`config.mk`:
```
export PLATFORM = sky130hd
export DESIGN_NAME = dff_bist_ctrl_flat
export DESIGN_NICKNAME = d
export VERILOG_FILES = /design/src/rtl/dff_bist_pkg.sv /design/src/rtl/dff_bist_ctrl_if.sv /design/src/rtl/dff_bist_model.sv /design/src/rtl/dff_bist_ctrl.sv /design/src/flat_wrapper.sv
export SDC_FILE = /design/constraint.sdc
export NUM_CORES = 1
export LEC_CHECK = 0
export ABC_AREA = 1
export BUFFER_PORTS_ARGS = -buffer_cell sky130_fd_sc_hd__buf_2
export CAP_MARGIN = 30
export CORE_MARGIN = 2
export CORE_UTILIZATION = 35
export DETAILED_ROUTE_END_ITERATION = 10
export SLEW_MARGIN = 20
export SYNTH_ARGS = -nofsm -noshare
export SYNTH_HDL_FRONTEND = slang
export SYNTH_HIERARCHICAL = 1
export SYNTH_SLANG_ARGS = --single-unit
```
`constraint.sdc`:
```
create_clock -name clk -period 2.05 [get_ports clk]
set_input_delay 0.1025 -clock clk [delete_from_list [all_inputs] [get_ports clk]]
set_output_delay 0.1025 -clock clk [all_outputs]
set_load 0.02 [all_outputs]
```
`src/rtl/dff_bist_pkg.sv`:
```
// -----------------------------------------------------------------------------
// dff_bist_pkg
// Shared definitions for the D-flop BIST controller:
//   bist_state_e  - controller FSM states
//   ERR_W         - width of the saturating mismatch counter
//   FAIL_NONE     - all-ones "no failure seen" marker (slice to CNT_W)
//   err_sat_inc() - saturating increment of the mismatch counter
//   run_en()      - enable pattern used during the RUN phase
// -----------------------------------------------------------------------------
package dff_bist_pkg;

  typedef enum logic [2:0] {
    IDLE  = 3'd0,
    RESET = 3'd1,
    RUN   = 3'd2,
    DRAIN = 3'd3,
    DONE  = 3'd4
  } bist_state_e;

  localparam int ERR_W = 8;
  localparam logic [ERR_W-1:0] ERR_ZERO = 8'h00;
  localparam logic [ERR_W-1:0] ERR_MAX  = 8'hFF;
  localparam logic [31:0]      FAIL_NONE = 32'hFFFF_FFFF;

  // Mismatch counter increment that sticks at its maximum.
  function automatic logic [ERR_W-1:0] err_sat_inc(input logic [ERR_W-1:0] cnt);
    logic [ERR_W-1:0] res;
    if (cnt == ERR_MAX) begin
      res = cnt;
    end else begin
      res = cnt + 8'd1;
    end
    return res;
  endfunction

  // Enable is dropped for run counts 8..11 of every 16 so the flop under
  // test is forced through hold cycles while data keeps toggling.
  function automatic logic run_en(input logic [3:0] run_lo);
    return (run_lo[3:2] != 2'b10);
  endfunction

endpackage

```
`src/rtl/dff_bist_ctrl_if.sv`:
```
// -----------------------------------------------------------------------------
// dff_bist_ctrl_if
// Bundles the BIST control/status signals and the flop-under-test stimulus
// and response.
//   start            host -> ctrl  one-cycle test start pulse
//   dut_rst/en/d     ctrl -> FUT   registered stimulus
//   dut_q            FUT  -> ctrl  flop under test output
//   busy/done/pass   ctrl -> host  status
//   err_count        ctrl -> host  saturating mismatch count
//   first_fail_cycle ctrl -> host  cycle of first mismatch, all-ones if none
// Modports: master = host/FUT side, slave = BIST controller.
// -----------------------------------------------------------------------------
interface dff_bist_ctrl_if #(
  parameter int DATA_W = 1,
  parameter int CNT_W  = 8
);
  import dff_bist_pkg::*;

  logic                start;
  logic                dut_rst;
  logic                dut_en;
  logic [DATA_W-1:0]   dut_d;
  logic [DATA_W-1:0]   dut_q;
  logic                busy;
  logic                done;
  logic                pass;
  logic [ERR_W-1:0]    err_count;
  logic [CNT_W-1:0]    first_fail_cycle;

  modport master (
    output start, dut_q,
    input  dut_rst, dut_en, dut_d, busy, done, pass, err_count, first_fail_cycle
  );

  modport slave (
    input  start, dut_q,
    output dut_rst, dut_en, dut_d, busy, done, pass, err_count, first_fail_cycle
  );

endinterface

```
`src/rtl/dff_bist_model.sv`:
```
// -----------------------------------------------------------------------------
// dff_bist_model
// Shadow reference of a D flop with enable and active-high sync reset, plus
// an equality comparator against the real flop output.
//   clk_i       clock, rising edge
//   rst_ni      asynchronous reset, active-low (clears the shadow)
//   dut_rst_i   reset applied to the flop under test
//   dut_en_i    enable applied to the flop under test
//   dut_d_i     data applied to the flop under test
//   dut_q_i     flop under test output
//   cmp_en_i    qualify the comparison
//   mismatch_o  dut_q_i differs from the shadow while cmp_en_i is high
// -----------------------------------------------------------------------------
module dff_bist_model #(
  parameter int DATA_W = 1
) (
  input  logic              clk_i,
  input  logic              rst_ni,
  input  logic              dut_rst_i,
  input  logic              dut_en_i,
  input  logic [DATA_W-1:0] dut_d_i,
  input  logic [DATA_W-1:0] dut_q_i,
  input  logic              cmp_en_i,
  output logic              mismatch_o
);

  localparam logic [DATA_W-1:0] DATA_ZERO = {DATA_W{1'b0}};

  logic [DATA_W-1:0] shadow_q;
  logic [DATA_W-1:0] shadow_d;

  // Next value of the ideal flop, evaluated on the same inputs as the FUT.
  always_comb begin
    shadow_d = shadow_q;
    if (dut_rst_i) begin
      shadow_d = DATA_ZERO;
    end else if (dut_en_i) begin
      shadow_d = dut_d_i;
    end else begin
      shadow_d = shadow_q;
    end
  end

  // Shadow flop register.
  always_ff @(posedge clk_i or negedge rst_ni) begin
    if (!rst_ni) begin
      shadow_q <= DATA_ZERO;
    end else begin
      shadow_q <= shadow_d;
    end
  end

  // Both sides are registered, so they are compared in the same cycle.
  assign mismatch_o = cmp_en_i && (dut_q_i != shadow_q);

endmodule

```
`src/rtl/dff_bist_ctrl.sv`:
```
// -----------------------------------------------------------------------------
// dff_bist_ctrl
// BIST controller for a D flop with enable and active-high reset. Drives
// reset/enable/data stimulus into the flop under test, tracks a shadow model
// and reports pass/fail, a saturating error count and the first failing cycle.
//   clk   system clock, rising edge
//   rst   asynchronous reset, active-low
//   bus   dff_bist_ctrl_if.slave (start, dut_*, busy, done, pass, err_count,
//         first_fail_cycle)
// Build option: define DFF_BIST_STOP_ON_FAIL_EN to end the test on the first
// mismatch; otherwise the full RUN and DRAIN always execute.
// CNT_W must be at least 4 (the enable pattern looks at run count bits 3:2).
// -----------------------------------------------------------------------------
module dff_bist_ctrl
  import dff_bist_pkg::*;
#(
  parameter int DATA_W        = 1,
  parameter int RST_CYCLES    = 5,
  parameter int TOGGLE_PERIOD = 3,
  parameter int TEST_LEN      = 22,
  parameter int CNT_W         = 8
) (
  input  logic          clk,
  input  logic          rst,
  dff_bist_ctrl_if.slave bus
);

`ifdef DFF_BIST_STOP_ON_FAIL_EN
  localparam bit STOP_ON_FAIL = 1'b1;
`else
  localparam bit STOP_ON_FAIL = 1'b0;
`endif

  localparam logic [CNT_W-1:0]  CNT_ZERO  = {CNT_W{1'b0}};
  localparam logic [CNT_W-1:0]  CNT_ONE   = CNT_W'(1);
  localparam logic [CNT_W-1:0]  RST_LAST  = CNT_W'(RST_CYCLES - 1);
  localparam logic [CNT_W-1:0]  RUN_LAST  = CNT_W'(TEST_LEN - 1);
  localparam logic [CNT_W-1:0]  TOG_LAST  = CNT_W'(TOGGLE_PERIOD - 1);
  localparam logic [CNT_W-1:0]  FAIL_NONE_W = FAIL_NONE[CNT_W-1:0];
  localparam logic [DATA_W-1:0] DATA_ZERO = {DATA_W{1'b0}};

  bist_state_e       state_q, state_d;
  logic [CNT_W-1:0]  cnt_q, cnt_d;      // cycles within RESET, run_cnt within RUN
  logic [CNT_W-1:0]  cyc_q, cyc_d;      // global cycle index, 0 at first RESET cycle
  logic [CNT_W-1:0]  tog_q, tog_d;      // cycles since last data inversion
  logic [CNT_W-1:0]  ff_q, ff_d;
  logic [ERR_W-1:0]  err_q, err_d;
  logic              dut_rst_q, dut_rst_d;
  logic              dut_en_q, dut_en_d;
  logic [DATA_W-1:0] dut_d_q, dut_d_d;
  logic              busy_q, busy_d;
  logic              done_q, done_d;
  logic              pass_q, pass_d;

  logic [CNT_W-1:0]  cnt_nxt_s;
  logic              accept_s;
  logic              cmp_en_s;
  logic              mismatch_s;
  logic              stop_s;

  assign cnt_nxt_s = cnt_q + CNT_ONE;
  assign stop_s    = STOP_ON_FAIL && mismatch_s;

  // Start is honoured only from IDLE or DONE; pulses while busy are dropped.
  always_comb begin
    accept_s = 1'b0;
    if ((state_q == IDLE) || (state_q == DONE)) begin
      accept_s = bus.start;
    end else begin
      accept_s = 1'b0;
    end
  end

  // The first RESET cycle still shows the flop's pre-test value, so skip it.
  always_comb begin
    cmp_en_s = 1'b0;
    case (state_q)
      RESET:     cmp_en_s = (cyc_q != CNT_ZERO);
      RUN:       cmp_en_s = 1'b1;
      DRAIN:     cmp_en_s = 1'b1;
      default:   cmp_en_s = 1'b0;
    endcase
  end

  dff_bist_model #(
    .DATA_W (DATA_W)
  ) u_model (
    .clk_i      (clk),
    .rst_ni     (rst),
    .dut_rst_i  (dut_rst_q),
    .dut_en_i   (dut_en_q),
    .dut_d_i    (dut_d_q),
    .dut_q_i    (bus.dut_q),
    .cmp_en_i   (cmp_en_s),
    .mismatch_o (mismatch_s)
  );

  // Next-state, stimulus and result logic.
  always_comb begin
    state_d   = state_q;
    cnt_d     = cnt_q;
    cyc_d     = cyc_q;
    tog_d     = tog_q;
    dut_rst_d = dut_rst_q;
    dut_en_d  = dut_en_q;
    dut_d_d   = dut_d_q;
    err_d     = err_q;
    ff_d      = ff_q;

    // Result bookkeeping first so an accepted start below overrides it.
    if (mismatch_s) begin
      err_d = err_sat_inc(err_q);
      if (err_q == ERR_ZERO) begin
        ff_d = cyc_q;
      end else begin
        ff_d = ff_q;
      end
    end else begin
      err_d = err_q;
      ff_d  = ff_q;
    end

    case (state_q)
      IDLE, DONE: begin
        if (accept_s) begin
          state_d   = RESET;
          cnt_d     = CNT_ZERO;
          cyc_d     = CNT_ZERO;
          tog_d     = CNT_ZERO;
          dut_rst_d = 1'b1;
          dut_en_d  = 1'b0;
          dut_d_d   = DATA_ZERO;
          err_d     = ERR_ZERO;
          ff_d      = FAIL_NONE_W;
        end else begin
          state_d = state_q;
        end
      end
      RESET: begin
        if (stop_s) begin
          state_d  = DONE;
          dut_en_d = 1'b0;
        end else begin
          cyc_d = cyc_q + CNT_ONE;
          if (cnt_q == RST_LAST) begin
            state_d   = RUN;
            cnt_d     = CNT_ZERO;
            tog_d     = CNT_ZERO;
            dut_rst_d = 1'b0;
            dut_en_d  = run_en(4'b0000);
            dut_d_d   = DATA_ZERO;
          end else begin
            cnt_d = cnt_nxt_s;
          end
        end
      end
      RUN: begin
        if (stop_s) begin
          state_d  = DONE;
          dut_en_d = 1'b0;
        end else begin
          cyc_d = cyc_q + CNT_ONE;
          if (cnt_q == RUN_LAST) begin
            state_d  = DRAIN;
            dut_en_d = 1'b0;
          end else begin
            cnt_d    = cnt_nxt_s;
            dut_en_d = run_en(cnt_nxt_s[3:0]);
            if (tog_q == TOG_LAST) begin
              tog_d   = CNT_ZERO;
              dut_d_d = ~dut_d_q;
            end else begin
              tog_d = tog_q + CNT_ONE;
            end
          end
        end
      end
      DRAIN: begin
        state_d  = DONE;
        dut_en_d = 1'b0;
      end
      default: begin
        state_d = IDLE;
      end
    endcase
  end

  // Status is a registered view of the next state.
  always_comb begin
    busy_d = (state_d == RESET) || (state_d == RUN) || (state_d == DRAIN);
    done_d = (state_d == DONE);
    pass_d = (state_d == DONE) && (err_d == ERR_ZERO);
  end

  // All controller state and outputs.
  always_ff @(posedge clk or negedge rst) begin
    if (!rst) begin
      state_q   <= IDLE;
      cnt_q     <= CNT_ZERO;
      cyc_q     <= CNT_ZERO;
      tog_q     <= CNT_ZERO;
      ff_q      <= FAIL_NONE_W;
      err_q     <= ERR_ZERO;
      dut_rst_q <= 1'b1;
      dut_en_q  <= 1'b0;
      dut_d_q   <= DATA_ZERO;
      busy_q    <= 1'b0;
      done_q    <= 1'b0;
      pass_q    <= 1'b0;
    end else begin
      state_q   <= state_d;
      cnt_q     <= cnt_d;
      cyc_q     <= cyc_d;
      tog_q     <= tog_d;
      ff_q      <= ff_d;
      err_q     <= err_d;
      dut_rst_q <= dut_rst_d;
      dut_en_q  <= dut_en_d;
      dut_d_q   <= dut_d_d;
      busy_q    <= busy_d;
      done_q    <= done_d;
      pass_q    <= pass_d;
    end
  end

  assign bus.dut_rst          = dut_rst_q;
  assign bus.dut_en           = dut_en_q;
  assign bus.dut_d            = dut_d_q;
  assign bus.busy             = busy_q;
  assign bus.done             = done_q;
  assign bus.pass             = pass_q;
  assign bus.err_count        = err_q;
  assign bus.first_fail_cycle = ff_q;

endmodule
```
`src/flat_wrapper.sv`:
```
// flat-port wrapper written by rule: the top's interface ports become plain ports
module dff_bist_ctrl_flat import dff_bist_pkg::*;
#(
  parameter int DATA_W        = 1,
  parameter int RST_CYCLES    = 5,
  parameter int TOGGLE_PERIOD = 3,
  parameter int TEST_LEN      = 22,
  parameter int CNT_W         = 8
)
  (clk, rst, bus_start, bus_dut_q, bus_dut_rst, bus_dut_en, bus_dut_d, bus_busy, bus_done, bus_pass, bus_err_count, bus_first_fail_cycle);
  dff_bist_ctrl_if #(.DATA_W(DATA_W), .CNT_W(CNT_W)) bus_i ();
  input  logic clk;
  input  logic rst;
  input wire logic [$bits(bus_i.start)-1:0] bus_start;
  input wire logic [$bits(bus_i.dut_q)-1:0] bus_dut_q;
  output wire logic [$bits(bus_i.dut_rst)-1:0] bus_dut_rst;
  output wire logic [$bits(bus_i.dut_en)-1:0] bus_dut_en;
  output wire logic [$bits(bus_i.dut_d)-1:0] bus_dut_d;
  output wire logic [$bits(bus_i.busy)-1:0] bus_busy;
  output wire logic [$bits(bus_i.done)-1:0] bus_done;
  output wire logic [$bits(bus_i.pass)-1:0] bus_pass;
  output wire logic [$bits(bus_i.err_count)-1:0] bus_err_count;
  output wire logic [$bits(bus_i.first_fail_cycle)-1:0] bus_first_fail_cycle;
  assign bus_i.start = bus_start;
  assign bus_i.dut_q = bus_dut_q;
  assign bus_dut_rst = bus_i.dut_rst;
  assign bus_dut_en = bus_i.dut_en;
  assign bus_dut_d = bus_i.dut_d;
  assign bus_busy = bus_i.busy;
  assign bus_done = bus_i.done;
  assign bus_pass = bus_i.pass;
  assign bus_err_count = bus_i.err_count;
  assign bus_first_fail_cycle = bus_i.first_fail_cycle;
  dff_bist_ctrl #(.DATA_W(DATA_W), .RST_CYCLES(RST_CYCLES), .TOGGLE_PERIOD(TOGGLE_PERIOD), .TEST_LEN(TEST_LEN), .CNT_W(CNT_W)) u_core (.clk(clk), .rst(rst), .bus(bus_i));
endmodule
```
==> summary.md <==
| Metric | Value |
|---|---|
| NetSw | 1900 uW |
| Hold wc startpoint | bus_start |
| Crit path arrival time | 2.12 ns |
| Synthesized area | 0.00276 mm^2 |
| Initial antenna violation count | 0 |
| Ports | 26 |
| Switching Share | 45.9% |
| Die extent in x | 92.8 um |
| Final setup viols | 0 |
| Wirelength per Cell | 11.7 um |
| Pin count of the biggest net entering global routing | 51 |
| Area growth, synth to finish | 16.3% |
| VDD IR max | 0.515 mV |
| Post-synthesis sequential area ratio | 45.7% |
| Post-layout min period | 1.88 ns |
| F_max | 532 MHz |
| # rows | 32 |
| Syn avg cell area | 7.89 um^2 |
| Crit path launch type | flip-flop |
| Main synth FF type | dfrtp_1 |
| Total number of yosys warnings | 6 |
| Max Root-Sink Buffers | 2 |
| Util after Layout | 41.7% |
| Total track usage | 14.4% |
| Share of cells above drive strength 1 | 21.7% |
| Period utilisation layout | 91.7% |
| Final non-filler cell total | 494 |
| Most frequent cells in the layout | nand2_1 (71), inv_1 (42), dfrtp_1 (41), nor2_1 (34), nand3_1 (31) |
| Clock skew | 0.00659 ns |
| CP Max Fanout | 3 |
| Total CTS buffers | 5 |
| Vias | 2341 |
| Crit. End Element | flip-flop |
| Post-synth EDFFs | 0 |
| #FFs+latches synth | 50 |
| HPWL after DPL | 4160 um |
| DRT iter0 DRCs | 141 |
| Clk pwr share | 13.3% |
| Placer Congestion | 0.809 |
| Vias per inst | 4.74 |
| Crit Path Class | flip-flop to flip-flop |
| Core area | 0.00769 mm^2 |
| Initial core utilization | 35.9% |
| Leakage | 0.00158 uW |
| Die Span Y | 92.8 um |
| Hold Crit Class | input pin to flip-flop |
| Worst-path clk slew | 0.09 ns |
| Vias in the first global route | 2211 |
| TritonCTS clock tree | done |
| Final Hold Vio Count | 0 |
| Total Wirelength | 5790 um |
| Worst r2r src | u_core/cyc_q[0]$_DFFE_PN0P_ |
| CP startpoint | u_core/cyc_q[0]$_DFFE_PN0P_ |
| First-pass GRT wire length | 10000 um |
| Inst Count DP | 483 |
| Final max-slew violation count | 0 |
| Final-stage net count | 404 |
| # diodes | 0 |
| CP required | 2.29 ns |
| Total gr overflow | 0 |
| Mapped Cells | 350 |
| Clock sinks | 50 |
| Async SR Flop Fraction | 100% |
| Design internal power | 2240 uW |
| Logic pwr share | 50.6% |
| H-tree levels | 2 |
| Post-synthesis cell type count | 31 |
| Later-pin clock latency in the skew report | 0.30 ns |
| IO buf count | 25 |
| PD cells | 1290 mW/mm^2 |
| Die area | 0.00861 mm^2 |
| Max-Cap Viols | 0 |
| DR pass1 iterations | 4 |
| Clock root buffer | clkbuf_8 |
| Worst Max-Slew Pin Slew | 0.640 ns |
| Post-synth net total | 363 |
| Commonest non-fill, non-tap cell in the layout | nand2_1 |
| Outcome | finished clean |
| Slew margin rel. | 57.3% |
| Sequential share of power | 36.1% |
| Filler Cell Count | 796 |
| Number of remaining DRC errors | 0 |
| DRT antenna net count | 0 |
| Tot Pwr | 4150 uW |
cells in the mapped netlist (all sizes together), types with 4 or more instances:
cell type  instances  area, um^2
nand2             77         302
inv               54         203
nor2              44         209
dfrtp             41        1030
nand3             33         170
o21ai             28         144
a21oi             18        90.1
dfstp              9         236
ha                 9         113
nand4              9        62.6
nor3               7        40.0
xor2               6        52.6
buf                4        35.0
o22ai              4        25.0
final timing paths:
path / to / slack, ns / cells past startpoint
max in group asynchronous: u_core/bus.pass$_DFF_PN0_ / 1.19 / 3
worst min register to register: u_core/bus.dut_rst$_DFFE_PN1P_ / 0.49 / 2
worst min-delay path: u_core/bus.done$_DFF_PN0_ / 0.30 / 4
min in group asynchronous: u_core/cnt_q[1]$_DFFE_PN0P_ / 0.43 / 3
worst max register to register: u_core/bus.pass$_DFF_PN0_ / 0.17 / 17
worst max-delay path: u_core/bus.pass$_DFF_PN0_ / 0.17 / 17
layout make-up:
type                    count  area [um^2]  share of cell area, %
multi-input cells         241         1300                   40.6
inverters                  55          206                   6.43
clock buffers               8         80.1                   2.50
well taps                 102          128                   3.98
repair buffers             38          229                   7.13
flip-flops and latches     50         1260                   39.3
registers in the layout (all words and copies together) (netlist names):
| register | count |
|---|---|
| u_core/bus.busy | 1 |
| u_core/bus.pass | 1 |
| u_core/state_q | 3 |
| u_core/tog_q | 8 |
| u_core/bus.dut_rst | 1 |
| u_core/bus.done | 1 |
| u_core/bus.first_fail_cycle | 8 |
| u_core/cyc_q | 8 |
| u_core/bus.dut_d | 1 |
| u_core/bus.err_count | 8 |
| u_core/u_model/shadow_q | 1 |
| u_core/cnt_q | 8 |
| u_core/bus.dut_en | 1 |
routing by layer:
| metal | track usage [%] | wire (um) | vias to the layer above |
|---|---|---|---|
| met1 | 19.6 | 2880 | 1086 |
| li1 | - | - | 1213 |
| met5 | 0 | 0 | - |
| met4 | 5.15 | 42 | 0 |
| met2 | 23.1 | 2660 | 36 |
| met3 | 2.28 | 209 | 6 |
through the flow:
| step | cell area (um^2) | hold WS, ns | setup TNS, ns | setup WS (ns) |
|---|---|---|---|---|
| 5_1_grt | 3210 | 0.318 | -0.0229 | -0.0177 |
| 2_1_floorplan | 2760 | -0.193 | 0 | 0.0527 |
| 6_report | 3210 | 0.298 | 0 | 0.170 |
| 3_3_place_gp | 3050 | 0.253 | 0 | 0.130 |
| 4_1_cts | 3140 | 0.282 | 0 | 0.0693 |
| 3_5_place_dp | 3050 | 0.255 | 0 | 0.0873 |
worst max-delay path: stages, from the launching register on:
cell     delay [ns]
dfrtp_1        0.36
inv_1          0.06
ha_1           0.19
nand3_1        0.07
o21ai_0        0.08
nand2_1        0.06
nand2_1        0.08
nor2_4         0.12
nand2_2        0.10
nor2_4         0.12
nand2_1        0.06
nand2_1        0.06
nand2_1        0.05
nand2_1        0.07
nand2_1        0.05
nor2_1         0.12
nand3_1        0.08
nor2_1         0.08
repair_timing:
action                                  CTS  global route
buffers inserted                          0             2
endpoints found under the setup margin    0            10
hold buffers                              1             0
endpoints found under the hold margin    41             0
gates resized for setup                   0            14
kinds of logic after synthesis:
logic type | after synthesis | synth area share (%)
AO/OA/AOI/OAI | 55 | 10.7
XOR/XNOR | 6 | 1.90
adder cells (fa/ha/maj) | 9 | 4.08
buffers and inverters | 59 | 8.75
flip-flops | 50 | 45.7
AND/OR/NAND/NOR | 171 | 28.8
power groups by stage:
stage	clock (uW)	sequential (uW)	combinational [uW]
after global routing	613	1540	2380
final	552	1500	2100
after CTS	578	1500	2010
after floorplan	0	1650	1280
after detailed placement	0	1520	2010
after global placement	0	1510	1990
(Power assumes the default switching activity.)
